--- src/rtl/alu_pkg.sv ---
// alu_pkg: shared definitions for the registered ALU control decoder.
// Holds the ALUOp and opcode encodings, the ALU control codes, the
// pipeline state encoding and the decode result record.
package alu_pkg;

   localparam int ALU_OPC_W   = 4;
   localparam int ALU_FUNCT_W = 2;
   localparam int ALU_CTRL_W  = 4;
   localparam int ALU_SHAMT_W = 4;

   // ALUOp field encodings
   localparam logic [1:0] ALUOP_MEM = 2'b00;
   localparam logic [1:0] ALUOP_BR  = 2'b01;
   localparam logic [1:0] ALUOP_R   = 2'b10;
   localparam logic [1:0] ALUOP_I   = 2'b11;

   // Opcodes that select a row of the decode table
   localparam logic [ALU_OPC_W-1:0] OPC_R_LOGIC = 4'b0000;
   localparam logic [ALU_OPC_W-1:0] OPC_R_ARITH = 4'b0001;
   localparam logic [ALU_OPC_W-1:0] OPC_R_SHIFT = 4'b0010;
   localparam logic [ALU_OPC_W-1:0] OPC_ADDI    = 4'b1001;
   localparam logic [ALU_OPC_W-1:0] OPC_SUBI    = 4'b1010;
   localparam logic [ALU_OPC_W-1:0] OPC_SLTI    = 4'b1011;

   // ALU control codes
   localparam logic [ALU_CTRL_W-1:0] CTRL_AND  = 4'b0000;
   localparam logic [ALU_CTRL_W-1:0] CTRL_OR   = 4'b0010;
   localparam logic [ALU_CTRL_W-1:0] CTRL_XOR  = 4'b0011;
   localparam logic [ALU_CTRL_W-1:0] CTRL_ADD  = 4'b0100;
   localparam logic [ALU_CTRL_W-1:0] CTRL_SUB  = 4'b1100;
   localparam logic [ALU_CTRL_W-1:0] CTRL_SLL  = 4'b0110;
   localparam logic [ALU_CTRL_W-1:0] CTRL_SRA  = 4'b0111;
   localparam logic [ALU_CTRL_W-1:0] CTRL_ADDI = 4'b0101;
   localparam logic [ALU_CTRL_W-1:0] CTRL_SUBI = 4'b1101;
   localparam logic [ALU_CTRL_W-1:0] CTRL_SLTI = 4'b0001;

   typedef enum logic [1:0] {
      ST_IDLE   = 2'b00,
      ST_SINGLE = 2'b01,
      ST_SHIFT  = 2'b10
   } state_e;

   typedef struct packed {
      logic [ALU_CTRL_W-1:0] ctrl;
      logic                  illegal;
      logic                  is_shift;
   } dec_t;

endpackage

--- src/rtl/alu_ctrl_decode.sv ---
// alu_ctrl_decode: purely combinational ALU control table.
// Ports: ALUOp/opcode/Funct in; dec_o = {ctrl, illegal, is_shift} out.
// Unlisted combinations decode to ctrl 0000 with illegal set.
module alu_ctrl_decode
   import alu_pkg::*;
#(
   parameter int OPC_W   = ALU_OPC_W,
   parameter int FUNCT_W = ALU_FUNCT_W
) (
   input  logic [1:0]         ALUOp,
   input  logic [OPC_W-1:0]   opcode,
   input  logic [FUNCT_W-1:0] Funct,
   output dec_t               dec_o
);

   // Table lookup; illegal is the default outcome
   always_comb begin
      dec_o.ctrl     = CTRL_AND;
      dec_o.illegal  = 1'b1;
      dec_o.is_shift = 1'b0;
      case (ALUOp)
         ALUOP_MEM: begin dec_o.ctrl = CTRL_ADD; dec_o.illegal = 1'b0; end
         ALUOP_BR:  begin dec_o.ctrl = CTRL_SUB; dec_o.illegal = 1'b0; end
         ALUOP_R: begin
            case ({opcode, Funct})
               {OPC_R_LOGIC, 2'b00}: begin dec_o.ctrl = CTRL_AND; dec_o.illegal = 1'b0; end
               {OPC_R_LOGIC, 2'b01}: begin dec_o.ctrl = CTRL_OR;  dec_o.illegal = 1'b0; end
               {OPC_R_LOGIC, 2'b10}: begin dec_o.ctrl = CTRL_XOR; dec_o.illegal = 1'b0; end
               {OPC_R_ARITH, 2'b00}: begin dec_o.ctrl = CTRL_ADD; dec_o.illegal = 1'b0; end
               {OPC_R_ARITH, 2'b01}: begin dec_o.ctrl = CTRL_SUB; dec_o.illegal = 1'b0; end
               {OPC_R_SHIFT, 2'b00}: begin
                  dec_o.ctrl = CTRL_SLL; dec_o.illegal = 1'b0; dec_o.is_shift = 1'b1;
               end
               {OPC_R_SHIFT, 2'b01}: begin
                  dec_o.ctrl = CTRL_SRA; dec_o.illegal = 1'b0; dec_o.is_shift = 1'b1;
               end
               default: dec_o.illegal = 1'b1;
            endcase
         end
         ALUOP_I: begin
            case (opcode)
               OPC_ADDI: begin dec_o.ctrl = CTRL_ADDI; dec_o.illegal = 1'b0; end
               OPC_SUBI: begin dec_o.ctrl = CTRL_SUBI; dec_o.illegal = 1'b0; end
               OPC_SLTI: begin dec_o.ctrl = CTRL_SLTI; dec_o.illegal = 1'b0; end
               default:  dec_o.illegal = 1'b1;
            endcase
         end
         default: dec_o.illegal = 1'b1;
      endcase
   end

endmodule

--- src/rtl/alu_ctrl_pipe.sv ---
// alu_ctrl_pipe: registered, valid/ready ALU control decoder.
// Input side : in_valid/in_ready with ALUOp, opcode, Funct, shamt.
// Output side: out_valid/out_ready with ALUCtrl, out_illegal, out_last,
//              out_count (shift steps remaining incl. current beat).
// illegal_seen is sticky, cleared by clr_illegal (a new illegal wins).
// With MULTI_SHIFT=1 a shift by N>=2 is expanded into N single-bit beats.
module alu_ctrl_pipe
   import alu_pkg::*;
#(
   parameter int OPC_W       = ALU_OPC_W,
   parameter int FUNCT_W     = ALU_FUNCT_W,
   parameter int CTRL_W      = ALU_CTRL_W,
   parameter int SHAMT_W     = ALU_SHAMT_W,
   parameter int MULTI_SHIFT = 1
) (
   input  logic               Clock,
   input  logic               Reset_n,
   input  logic               in_valid,
   output logic               in_ready,
   input  logic [1:0]         ALUOp,
   input  logic [OPC_W-1:0]   opcode,
   input  logic [FUNCT_W-1:0] Funct,
   input  logic [SHAMT_W-1:0] shamt,
   input  logic               clr_illegal,
   output logic               out_valid,
   input  logic               out_ready,
   output logic [CTRL_W-1:0]  ALUCtrl,
   output logic               out_illegal,
   output logic               out_last,
   output logic [SHAMT_W-1:0] out_count,
   output logic               illegal_seen
);

   state_e               state_q, state_d;
   logic [CTRL_W-1:0]    ctrl_q, ctrl_d;
   logic                 illegal_q, illegal_d;
   logic                 last_q, last_d;
   logic [SHAMT_W-1:0]   count_q, count_d;
   logic                 seen_q, seen_d;
   dec_t                 dec;
   logic                 fire;
   logic                 accept;
   logic                 long_shift;

   alu_ctrl_decode #(.OPC_W(OPC_W), .FUNCT_W(FUNCT_W)) u_decode (
      .ALUOp  (ALUOp),
      .opcode (opcode),
      .Funct  (Funct),
      .dec_o  (dec)
   );

   assign out_valid  = (state_q != ST_IDLE);
   assign fire       = out_valid & out_ready;
   // Accept while idle, or on the same edge the final beat is consumed
   assign in_ready   = (state_q == ST_IDLE) | (fire & last_q);
   assign accept     = in_valid & in_ready;
   assign long_shift = dec.is_shift & (MULTI_SHIFT != 0) & (shamt > SHAMT_W'(1));

   // Next-state, beat contents and sticky illegal flag
   always_comb begin
      state_d   = state_q;
      ctrl_d    = ctrl_q;
      illegal_d = illegal_q;
      last_d    = last_q;
      count_d   = count_q;
      seen_d    = seen_q;
      if (accept) begin
         ctrl_d    = dec.ctrl;
         illegal_d = dec.illegal;
         count_d   = dec.is_shift ? shamt : '0;
         state_d   = long_shift ? ST_SHIFT : ST_SINGLE;
         last_d    = ~long_shift;
      end else if (fire) begin
         if (last_q) begin
            state_d   = ST_IDLE;
            ctrl_d    = '0;
            illegal_d = 1'b0;
            last_d    = 1'b0;
            count_d   = '0;
         end else begin
            // Counter starts at shamt>=2 and stops at 1, so it never wraps
            count_d = count_q - SHAMT_W'(1);
            last_d  = (count_q == SHAMT_W'(2));
         end
      end else begin
         state_d = state_q;
      end
      if (accept && dec.illegal) begin
         seen_d = 1'b1;
      end else if (clr_illegal) begin
         seen_d = 1'b0;
      end else begin
         seen_d = seen_q;
      end
   end

   // State and output registers
   always_ff @(posedge Clock or negedge Reset_n) begin
      if (!Reset_n) begin
         state_q   <= ST_IDLE;
         ctrl_q    <= '0;
         illegal_q <= 1'b0;
         last_q    <= 1'b0;
         count_q   <= '0;
         seen_q    <= 1'b0;
      end else begin
         state_q   <= state_d;
         ctrl_q    <= ctrl_d;
         illegal_q <= illegal_d;
         last_q    <= last_d;
         count_q   <= count_d;
         seen_q    <= seen_d;
      end
   end

   assign ALUCtrl      = ctrl_q;
   assign out_illegal  = illegal_q;
   assign out_last     = last_q;
   assign out_count    = count_q;
   assign illegal_seen = seen_q;

endmodule
--- config.mk ---
export PLATFORM = sky130hd
export DESIGN_NAME = alu_ctrl_pipe
export DESIGN_NICKNAME = d
export VERILOG_FILES = /design/src/rtl/alu_pkg.sv /design/src/rtl/alu_ctrl_decode.sv /design/src/rtl/alu_ctrl_pipe.sv
export SDC_FILE = /design/constraint.sdc
export NUM_CORES = 1
export LEC_CHECK = 0
export BUFFER_PORTS_ARGS = -buffer_cell sky130_fd_sc_hd__buf_2
export CORE_MARGIN = 1
export CORE_UTILIZATION = 28
export CTS_CLUSTER_SIZE = 24
export DETAILED_ROUTE_END_ITERATION = 8
export SYNTH_ARGS = -nofsm -noshare
export SYNTH_HDL_FRONTEND = slang
export SYNTH_HIERARCHICAL = 1
export SYNTH_SLANG_ARGS = --single-unit
--- constraint.sdc ---
create_clock -name Clock -period 1.2 [get_ports Clock]
set_input_delay 0 -clock Clock [delete_from_list [all_inputs] [get_ports Clock]]
set_output_delay 0 -clock Clock [all_outputs]
set_load 0.01 [all_outputs]
# Word level (Yosys, flattened, before mapping)
# Index checks and enable logic that the tools add are counted.
[op_classes]
n_addsub = 1
n_mul = 0
div = 0
n_lt_le_gt_ge = 1
n_eq_ne = 13
n_shift = 0
muxes = 26
bitwise = 6
reduce_logical = 12
[ops]
columns = ["op", "count"]
rows = [
  ["4-bit two-way mux", 7],
  ["4-bit one-hot mux with 6 select lines", 1],
  ["5-bit one-hot mux with 4 select lines", 1],
  ["4-bit == test (second input constant)", 3],
  ["6-bit by 3-bit == test with 1-bit output (second input constant)", 2],
  ["6-bit by 4-bit == test with 1-bit output (second input constant)", 2],
  ["1-bit two-way mux", 12],
  ["4-bit one-hot mux with 3 select lines", 1],
  ["2-bit two-way mux", 4],
  ["2-bit nonzero test", 4],
  ["7-bit OR reduction", 1],
  ["6-bit by 1-bit == test with 1-bit output (second input constant)", 1],
  ["6-bit by 2-bit == test with 1-bit output (second input constant)", 1],
  ["6-bit logical NOT", 1],
  ["1-bit AND", 4],
  ["2-bit == test (second input constant)", 2],
  ["4-bit by 2-bit == test with 1-bit output (second input constant)", 1],
  ["4-bit by 1-bit > comparator with 1-bit output (second input constant)", 1],
  ["2-bit logical NOT", 2],
  ["4-bit by 1-bit subtractor with 4-bit output (second input constant)", 1],
  ["3-bit OR reduction", 1],
  ["2-bit by 1-bit == test with 1-bit output (second input constant)", 1],
  ["2-bit AND reduction", 1],
  ["2-bit OR reduction", 1],
  ["other kinds (3)", 3],
]
[word_totals]
reg_bits = 13
latchBits = 0
ram_bits = 0
rom_bits = 0
output_inout_bits = 13
word_cells = 65
memories = 0

# Depth between registers and ports, before layout
[logic_depth]
depth_word = 7
mapped_depth = 6
mapped_depth_nobuf = 6

# Hierarchy
# The synthesis kept the hierarchy.
[modules_own_cells]
columns = ["module", "n_inst", "cells_per_inst", "area_each_um2"]
rows = [
  ["alu_ctrl_pipe", 1, 65, 700.7],
  ["alu_ctrl_decode", 1, 25, 177.7],
]

# Worst setup path after synthesis
# No wires, ideal clock.
[synth_timing]
kind = "flip-flop to flip-flop"
startpoint = "reg count_q[0] (netlist: out_count[0])"
endpoint = "reg count_q[2] (netlist: out_count[2])"
setup_time_ns = 0.129
t_arrival_ns = 1.252
required_time_ns = 1.071
setup_slack_ns = -0.181
path_stages_with_launch = 6
path_buffers = 0
period_less_slack_ns = 1.381
cell_sequence = "dfrtp_1 > inv_1 > ha_1 > or2_2 > a211oi_1 > a211oi_1"
[synth_via]
elab_chain_len = 4
[synth_lines]
columns = ["item", "line", "source"]
rows = [
  ["from (decl)", "alu_ctrl_pipe.sv:38", "logic [SHAMT_W-1:0] count_q, count_d;"],
  ["from (signal assigned)", "alu_ctrl_pipe.sv:111", "count_q <= count_d;"],
  ["4-bit by 1-bit subtractor with 4-bit output", "alu_ctrl_pipe.sv:82", "count_d = count_q - SHAMT_W'(1);"],
  ["4-bit two-way mux", "alu_ctrl_pipe.sv:74", "if (last_q) begin"],
  ["4-bit two-way mux", "alu_ctrl_pipe.sv:73", "end else if (fire) begin"],
  ["4-bit two-way mux", "alu_ctrl_pipe.sv:67", "if (accept) begin"],
]
# No other way between the ends. The select of a mux whose other input is x is not followed.
# A chain may end at the register's enable or synchronous reset.

# Worst setup path after layout
[layout_timing]
startpoint = "reg state_q[1]"
endpoint = "reg ctrl_q[3] (netlist: ALUCtrl[3])"
[layout_via]
elab_chain_len = 7
elab_cells_between_ends = 10
classes_between = "mux: 1; bitwise: 4; reduce/logical: 5"
[layout_lines]
columns = ["item", "line", "source"]
rows = [
  ["from (decl)", "alu_ctrl_pipe.sv:34", "state_e state_q, state_d;"],
  ["from (signal assigned)", "alu_ctrl_pipe.sv:107", "state_q <= state_d;"],
  ["2-bit nonzero test", "alu_ctrl_pipe.sv:52", "assign out_valid = (state_q != ST_IDLE);"],
  ["1-bit AND", "alu_ctrl_pipe.sv:53", "assign fire = out_valid & out_ready;"],
  ["1-bit AND", "alu_ctrl_pipe.sv:55", "assign in_ready = (state_q == ST_IDLE) | (fire & last_q);"],
  ["1-bit OR", "alu_ctrl_pipe.sv:55", ""],
  ["1-bit AND", "alu_ctrl_pipe.sv:56", "assign accept = in_valid & in_ready;"],
  ["2-bit nonzero test (no source line)", "--", ""],
  ["2-bit AND reduction (no source line)", "--", ""],
  ["to (signal assigned)", "alu_ctrl_pipe.sv:108", "ctrl_q <= ctrl_d;"],
  ["to (decl)", "alu_ctrl_pipe.sv:35", "logic [CTRL_W-1:0] ctrl_q, ctrl_d;"],
]
# Parallel ways exist; a longest one is shown, timed or not.

==> reports/qor.csv <==
stage,metric,value,unit
run_status,status,"finished, violations left",
run_status,violated checks,"design-rule violations, negative setup slack",
route,1st-pass router iterations,6,
placed_design,placer congestion estimate,0.786,
critical_path,Critical Path Max Stage Delay,480,ps
critical_path,Crit path buffers/inverters,0,
pwr,combinational fraction of design power,0.590,
timing,RSZ-0062 raised after global routing,yes,
timing,worst-margin pin slew,398,ps
critical_path,crit path max fanout,5,
synth,syn_area_per_cell,9.76,um2
global_route,grt ovf,0,
critical_path,crit path kind,reg2reg,
synth,library cells used by synthesis,39,
floorplan,starting density of the core,0.308,
timing,Layout Skew,1.51,ps
finish,Final #Nets,163,
floorplan,Die H,58.0,um
synth,Synth top area share,0.370,
timing,Slew headroom,0.734,
pwr,sequential share of power,0.305,
pwr,Switch Pwr,1.01,mW
floorplan,Rows,19,
route,Vias,915,
timing,crit share post-route,1.07,
floorplan,Die Width,58.0,um
synth,Post-synth ARST share,1.00,
timing,final setup fails,14,
pwr,Lkg Pwr,0.628,nW
synth,Syn Inst Count,90,
critical_path,critical-path cell list,"nor2_4, mux2_4, a22o_1",
finish,synthesis-to-layout area growth,54.3,%
route,drc violations,1,
clock_tree,clk slew on worst S/H paths,70,ps
critical_path,worst reg-to-reg setup slack,-80,ps
finish,share of cells above drive strength 1,0.531,
critical_path,CP Launch Type,flop,
global_route,All-Layer GR Usage,0.154,
timing,max-slew violations,0,
worst_hold_path,hold path endpoint,out_count[3],
critical_path,critical path endpoint category,flop,
timing,post-layout min period,1280,ps
clock_tree,Skew-Pair Late Insertion Delay,280,ps
synth,predominant post-synthesis flop cell,dfrtp_1,
finish,final instance area,1360,um2
floorplan,I/O pin cnt,30,
synth,Ys Warns,6,
placed_design,Port Buf Inserts,29,
critical_path,Reg-to-Reg Start,state_q[1],
timing,final hold vios,0,
synth,Post-Syn Area,878,um2
placed_design,Placed Area,1230,um2
global_route,vias in the first global route,895,
worst_hold_path,Worst Hold Class,in2reg,
route,detailed-route vias per instance,5.26,
pwr,PwrDens,1890,nW/um2
clock_tree,clock sinks,13,
route,Starting DRT DRC Count,13,
timing,Highest Clock Rate,0.778,GHz
floorplan,Core Region,2850,um2
critical_path,"CP delay by family, top",flip-flops,
clock_tree,clock root cell,clkbuf_4,
critical_path,Worst Path Required,1370,ps
critical_path,"Slowest-stage cell, CP",dfrtp_2,
critical_path,CP Data Arrival Time,1460,ps
critical_path,FF-to-FF End,ALUCtrl[3],
pwr,Sw Share,0.395,
worst_hold_path,hold_sp,in_valid,
synth,Yosys reg bits,13,
pwr,Int Power,1.55,mW
timing,fin worst setup slack,-84.7,ps
synth,"count leader, synth",dfrtp_1,
synth,Post-synth EDFFs,0,
pwr,Clock Power Share,0.105,
global_route,pin count of the biggest net entering global routing,14,
run,max-cap viol count,0,
worst_hold_path,WHS Path Cells,3,
synth,sequential fraction of the synthesis area,0.370,
critical_path,path depth of the worst reg2reg path,3,
placed_design,DP Wirelength,1800,um
route,average wire per standard cell,13.4,um
clock_tree,Bufs on Longest Clock Path,2,
finish,Diodes inserted,0,
pwr,VDD IR max,0.806,mV
finish,Final Util,0.475,
clock_tree,CTS H-tree lvls,1,
clock_tree,Inserted Clock Buffers,3,
synth,synth cell count leaders,"dfrtp_1 (13), a22o_1 (7), inv_1 (7), nor3_1 (7)",
synth,"Net Count, Synth",109,
route,Final ANT Viol Nets,0,
global_route,first-pass GRT wire length,3940,um
synth,top cell type by total area after synthesis,dfrtp_1,
synth,"top cells by area, synth","dfrtp_1 (37%), a22o_1 (7.0%), a211oi_1 (4.3%)",
route,Total Wirelength,2340,um
global_route,initial antenna violation count,0,
clock_tree,CTS tree,yes,
floorplan,DIE AREA,3370,um2
==> cells by family (layout without fill, tap and decap cells) <==
family	Yosys count	after routing	synth area share
AOI/OAI and AO/OA	34	34	0.322
and+or+nand+nor	29	29	0.207
DFF	13	13	0.370
buffers and inverters	9	62	0.0399
adders and majority gates	2	2	0.0285
xor gates and xnor gates	2	2	0.0199
muxes	1	1	0.0128
==> worst register-to-register path, delay by kind of cell (launching register included) <==
kind	cells	cell delay [ps]
and+or+nand+nor	1	160
DFF	1	480
muxes	1	350
AOI/OAI and AO/OA	1	190
==> layer usage <==
layer	part of all wire	wire length (um)	vias to the layer above	GRT usage
met2	0.46	1070	17	0.243
li1	-	-	457	-
met4	0.012	29	0	0.0476
met5	0	0	-	0
met3	0.045	105	5	0.0513
met1	0.48	1130	436	0.201
==> layout make-up <==
type	count	area, um2
Timing Repair Buffer	51	330
Inverter	7	26.3
Multi-Input combinational cell	68	604
Fill cell	270	1500
Tap cell	31	38.8
Sequential cell	13	329
Clock buffer	4	26.3
==> per-stage QoR <==
step | cells | setup slack (ps) | power, mW | hold slack [ps] | TNS [ps]
2_1_floorplan | 90 | -47.0 | 1.55 | -296 | -191
3_3_place_gp | 167 | -134 | 2.12 | -97.6 | -1080
3_5_place_dp | 167 | -190 | 2.14 | -94.6 | -1240
4_1_cts | 173 | -63.4 | 2.49 | 40.6 | -390
5_1_grt | 174 | -126 | 2.78 | 61.6 | -1370
6_report | 174 | -84.7 | 2.56 | 56.1 | -688
==> power groups by stage <==
stage               combinational, mW  sequential [mW]  clock, mW
floorplan                       0.731            0.815          0
global placement                 1.35            0.767          0
CTS                              1.44            0.772      0.284
global route                     1.67            0.805      0.303
finish                           1.51            0.781      0.270
detailed placement               1.37            0.771          0
==> flip-flops by register name, indices dropped and copies added, names as in the netlist <==
name,flops
out_last,1
state_q,2
out_count,4
ALUCtrl,4
out_illegal,1
illegal_seen,1
==> cells in the final DEF (no fill, tap or decap), types with 3 or more instances in the layout <==
| cell | Yosys | layout |
|---|---|---|
| buf_4 | 0 | 16 |
| dfrtp_2 | 0 | 3 |
| a31oi_1 | 3 | 3 |
| clkbuf_4 | 0 | 3 |
| a22o_1 | 7 | 7 |
| dfrtp_1 | 13 | 10 |
| nor2_1 | 4 | 4 |
| nand2_1 | 5 | 5 |
| buf_2 | 0 | 29 |
| o21ai_0 | 3 | 3 |
| inv_1 | 7 | 5 |
| nor3_1 | 7 | 7 |
| a211oi_2 | 0 | 4 |
| buf_6 | 0 | 4 |
==> worst max path at each step <==
stage | slack, ps | cells after the start | from | to
floorplan | -50 | 4 | out_count[1] | out_count[1]
global placement | -130 | 7 | opcode[2] | out_last
detailed placement | -190 | 7 | opcode[2] | out_last
CTS | -60 | 3 | state_q[1] | ALUCtrl[0]
global route | -130 | 3 | state_q[1] | ALUCtrl[2]
finish | -80 | 3 | state_q[1] | ALUCtrl[3]
==> repair_timing <==
action / in CTS / in global routing
gates cloned: 0 / 0
hold buffers: 2 / 0
setup endpoints to repair: 14 / 14
endpoints found under the hold margin: 14 / 0
pin swaps: 3 / 10
buffers inserted: 0 / 1
resized for setup: 9 / 7
Note: power is estimated with default switching activity, not from simulation.
